## src/rtl/irq_ctrl.sv

```systemverilog
// irq_ctrl: 8-source fixed-priority interrupt controller.
// Rising edges on irq_src latch into pending; the lowest-index unmasked
// pending source is presented to the CPU, acknowledged, then retired by eoi.
module irq_ctrl (
    input  logic       clk,
    input  logic       rst,
    input  logic [7:0] irq_src,
    input  logic       mask_we,
    input  logic [7:0] mask_wdata,
    input  logic       INTA_irq,
    input  logic       eoi,
    output logic       INT_irq,
    output logic [2:0] irq_id,
    output logic [7:0] pending,
    output logic [7:0] in_service,
    output logic [7:0] mask,
    output logic [7:0] ack_cnt,
    output logic [1:0] st
);

    localparam logic [1:0] S_IDLE    = 2'b00;
    localparam logic [1:0] S_ASSERT  = 2'b01;
    localparam logic [1:0] S_SERVICE = 2'b10;

    logic [1:0] state_reg, state_next;
    logic [7:0] src_q_reg;
    logic [7:0] pending_reg, pending_next;
    logic [7:0] mask_reg, mask_next;
    logic [7:0] in_service_reg, in_service_next;
    logic [7:0] ack_cnt_reg, ack_cnt_next;
    logic       int_reg, int_next;
    logic [2:0] irq_id_reg, irq_id_next;

    logic [7:0] rise;
    logic [7:0] eligible;
    logic [2:0] winner;
    logic [7:0] id_onehot;
    logic [7:0] pend_clear;
    logic       withdraw;

    assign rise     = irq_src & ~src_q_reg;
    assign eligible = pending_reg & ~mask_reg;
    // A mask write that covers the currently requested source pulls the request back.
    assign withdraw = mask_we & mask_wdata[irq_id_reg];

    // One-hot decode of the current request ID.
    generate
        for (genvar gi = 0; gi < 8; gi++) begin : g_onehot
            assign id_onehot[gi] = (irq_id_reg == 3'(gi));
        end
    endgenerate

    // Fixed priority: lowest-index eligible source wins.
    always_comb begin
        winner = 3'd0;
        for (int i = 7; i >= 0; i--) begin
            if (eligible[i]) winner = 3'(i);
        end
    end

    // State register.
    always_ff @(posedge clk or posedge rst) begin
        if (rst) state_reg <= S_IDLE;
        else     state_reg <= state_next;
    end

    // Next-state logic; an acknowledge takes precedence over a withdrawing mask write.
    always_comb begin
        state_next = state_reg;
        case (state_reg)
            S_IDLE:    if (eligible != 8'd0) state_next = S_ASSERT;
            S_ASSERT: begin
                if (INTA_irq)      state_next = S_SERVICE;
                else if (withdraw) state_next = S_IDLE;
            end
            S_SERVICE: if (eoi) state_next = S_IDLE;
            default:   state_next = S_IDLE;
        endcase
    end

    // Next values of the registered outputs and bookkeeping state.
    always_comb begin
        int_next        = int_reg;
        irq_id_next     = irq_id_reg;
        in_service_next = in_service_reg;
        ack_cnt_next    = ack_cnt_reg;
        pend_clear      = 8'd0;
        case (state_reg)
            S_IDLE: begin
                if (eligible != 8'd0) begin
                    int_next    = 1'b1;
                    irq_id_next = winner;
                end else begin
                    int_next = 1'b0;
                end
            end
            S_ASSERT: begin
                if (INTA_irq) begin
                    pend_clear      = id_onehot;
                    in_service_next = id_onehot;
                    int_next        = 1'b0;
                    ack_cnt_next    = ack_cnt_reg + 8'd1;
                end else if (withdraw) begin
                    int_next = 1'b0;
                end
            end
            S_SERVICE: begin
                int_next = 1'b0;
                if (eoi) in_service_next = 8'd0;
            end
            default: begin
                int_next = 1'b0;
            end
        endcase
        // A fresh edge outranks the acknowledge clear on the same bit.
        pending_next = (pending_reg & ~pend_clear) | rise;
        mask_next    = mask_we ? mask_wdata : mask_reg;
    end

    // Datapath registers; reset leaves everything masked.
    always_ff @(posedge clk or posedge rst) begin
        if (rst) begin
            src_q_reg      <= 8'd0;
            pending_reg    <= 8'd0;
            mask_reg       <= 8'hFF;
            in_service_reg <= 8'd0;
            ack_cnt_reg    <= 8'd0;
            int_reg        <= 1'b0;
            irq_id_reg     <= 3'd0;
        end else begin
            src_q_reg      <= irq_src;
            pending_reg    <= pending_next;
            mask_reg       <= mask_next;
            in_service_reg <= in_service_next;
            ack_cnt_reg    <= ack_cnt_next;
            int_reg        <= int_next;
            irq_id_reg     <= irq_id_next;
        end
    end

    assign INT_irq    = int_reg;
    assign irq_id     = irq_id_reg;
    assign pending    = pending_reg;
    assign in_service = in_service_reg;
    assign mask       = mask_reg;
    assign ack_cnt    = ack_cnt_reg;
    assign st         = state_reg;

endmodule
```

## config.mk

```make
export PLATFORM = sky130hd
export DESIGN_NAME = irq_ctrl
export DESIGN_NICKNAME = d
export VERILOG_FILES = /design/src/rtl/irq_ctrl.sv
export SDC_FILE = /design/constraint.sdc
export NUM_CORES = 1
export LEC_CHECK = 0
export ABC_AREA = 1
export CORE_UTILIZATION = 44
export CTS_BUF_LIST = sky130_fd_sc_hd__clkbuf_2 sky130_fd_sc_hd__clkbuf_4 sky130_fd_sc_hd__clkbuf_8
export DETAILED_ROUTE_END_ITERATION = 16
export GPL_TIMING_DRIVEN = 0
export PLACE_DENSITY = 0.9
export SYNTH_ARGS = -nofsm -noshare
export SYNTH_HDL_FRONTEND = slang
export SYNTH_SLANG_ARGS = --single-unit
```

## constraint.sdc

```tcl
create_clock -name clk -period 1.5 [get_ports clk]
set_clock_uncertainty 0.05 [all_clocks]
set_input_delay 0.375 -clock clk [delete_from_list [all_inputs] [get_ports clk]]
set_output_delay 0.375 -clock clk [all_outputs]
set_load 0.03 [all_outputs]
```

==> results.yml, run 1 <==
layout:
  n_antenna_cell: 0
  drive_above_1_share_pct: 24.7
  nFillCells: 355
  area_growth_pct: 36.5
  finalNetCount: 312
  final_cells: 341
  multi_input_area_um2: 683
  ff_latch_area_mm2: 0.00116
floorplanning:
  die_h_um: 68.9
  dieArea_mm2: 0.00474
  rows: 23
  core-area_mm2: 0.00414
  start_util_pct: 47.5
  die_x_um: 68.9
  ios: 59
placed_design:
  dpl.hpwl_um: 3400
  gp_congestion: 0.859
  dp_cells: 333
  portBuffers: 58
grt:
  grt_overflow_total: 0
  grt_max_degree: 46
  grt_pass1_wl_um: 7580
  antenna_found_initial: 0
  grt.total_usage_pct: 22.9
  grt_pass1_vias: 1647
pwr:
  leakagePower_nw: 1.36
  p_total_w: 0.00500
  cellPowerDensity_mw_per_mm2: 1860
  peakVddDrop_mv: 1.09
cts:
  post_cts_buffers: 0
  clock_path_buffers: 2
  clock_latency_ps: 310
  clk_pin_slew_worst_paths_ps: 90
  cts-root-buf: "clkbuf_8"
  htreeDepth: 2
  cts_sinks: 46
  cts_tree: "done"
  cts_buffers: 5
setup_path:
  critical-path-top-delay-family: "flip-flops"
  reg2reg_depth: 9
  critPathRequiredTime_ps: 1070
  crit_type: "reg -> out"
  startpoint_type: "register"
  arrival_ps: 1060
  timing.reg2reg.setup_slack_ps: 70
  critPathBufInv: 1
  worstReg2RegEnd: "irq_id[0]$_DFFE_PP0P_"
  critPathLaunch: "mask[1]$_DFFE_PP1P_"
  cpPeakStageDelay_ps: 550
  end_kind: "output port"
  crit_chain: "buf_2"
  reg2reg_from: "mask[2]$_DFFE_PP1P_"
  crit_path_max_fanout: 2
  critPathSlowestCell: "dfstp_2"
logic_synthesis:
  post-synth-top-count-cell: "nand2_1"
  synth_area_leader_cell: "dfrtp_1"
  synth_area_leaders: "dfrtp_1 48%, nand2_1 14%, dfstp_2 11%, o21ai_0 6.1%, inv_1 6.1%"
  synth_cells: 224
  ys_seq_area_share_pct: 59.0
  yosysWarnings: 0
  synth.avg_cell_area_um2: 8.78
  synth-edff-count: 0
  synth_top_cell_area_share_pct: 48.3
  synth_common_cells: "73 x nand2_1, 38 x dfrtp_1, 32 x inv_1"
  netlist_area_mm2: 0.00197
  yosysUniqueCellTypes: 22
  ys_ff_latch: 46
  async_flop_share_pct: 100
  yosys_most_used_dff: "dfrtp_1"
  syn-num-nets: 246
detailed_routing:
  wire_per_inst_um: 14.1
  vias_per_cell: 5.07
  firstDrtPassIters: 4
  post-route-drc-count: 0
  routed_wirelength_um: 4820
  vias: 1729
  antenna_left: 0
  drtIter0Drc: 66
timing:
  tightest_slew_ps: 396
  fin_crit_ps: 1480
  setup-violations-final: 0
  max_slew_margin_pct: 73.6
  holdWs_ps: 174
  fin_crit_sh_pct: 98.8
  max_freq_ghz: 0.675
  report.final.slew_viol_count: 0
  setup_tns_ps: 0
  timing_hold_violations_final: 0
run:
  max-cap-violations: 0
worst_hold_path:
  hold_class: "in -> async"
run_status:
  status: "finished clean"
placed cells by master, fill, tap and decap left out, types with 2 or more instances in the layout:
master           count
dfrtp_2              2
bufinv_16            2
nand2_2              4
dfstp_2              8
clkdlybuf4s50_1     20
inv_1               30
buf_2               14
o21ai_0             24
clkdlybuf4s15_2     12
dfrtp_1             36
nand3b_1             2
inv_2                2
nor2_2               3
clkbuf_8             5
xnor2_1              3
nand3_1             13
clkdlybuf4s15_1      2
a31o_2               2
nor2_1              12
clkbuf_2            11
nand2_1             70
xor2_1               2
worst max path at each step:
stage / to / slack, ps / cells past startpoint
after global routing: pending[5]$_DFF_PP0_ / -30 / 6
after global placement: pending[6]$_DFF_PP0_ / -860 / 2
after detailed placement: pending[7]$_DFF_PP0_ / -310 / 6
after CTS: in_service[4] / 1 / 1
after floorplan: INT_irq$_DFFE_PP0P_ / 0.5 / 1
final: mask[1] / 20 / 1
kinds of logic after synthesis:
| family | Yosys count | share of synthesized area [%] |
|---|---|---|
| DFF | 46 | 59.0 |
| AOI/OAI and AO/OA | 29 | 8.08 |
| buffers and inverters | 36 | 7.00 |
| adders and majority gates | 1 | 0.636 |
| and+or+nand+nor | 107 | 23.0 |
| xor gates and xnor gates | 5 | 2.23 |
through the flow:
stage / instance area, um^2 / util [%] / setup slack, ps
after detailed placement: 2630 / 63.5 / -313
after floorplan: 1970 / - / 0.477
after global routing: 2690 / 64.8 / -26.3
after CTS: 2730 / 65.9 / 1.29
final: 2690 / 64.8 / 18.0
after global placement: 2610 / 63.0 / -858
metal layers:
layer,vias up,track usage [%],routed length [um]
met5,-,0,0
li1,823,-,-
met3,22,7.89,354
met4,0,12.5,217
met1,803,28.0,1970
met2,81,35.2,2270
power by group:
group	internal (W)	switching [W]
Sequential	0.00156	0.000280
Combinational	0.000651	0.00139
Clock	0.000667	0.000444
timing repair:
action	4_1_cts	5_1_grt
resized for setup	117	33
setup endpoints to repair	38	28
hold buffers	0	0
cloned	0	0
pin swaps	0	1
final cells by class:
class,count,area share (%)
inverter,33,4.71
tap,50,2.33
sequential,46,43.3
clock inverter,3,2.56
buffer,3,0.513
clock buffer,5,2.56
timing repair buffer,59,18.5
multi-input combinational,142,25.4
Power figures use the tool's default switching activity.
==> run 2: changes to the inputs <==
- CTS_CLUSTER_SIZE: default -> 20
==> results of run 2 <==
Same layout as run 1: the final DEF is identical, and so are final timing and power.
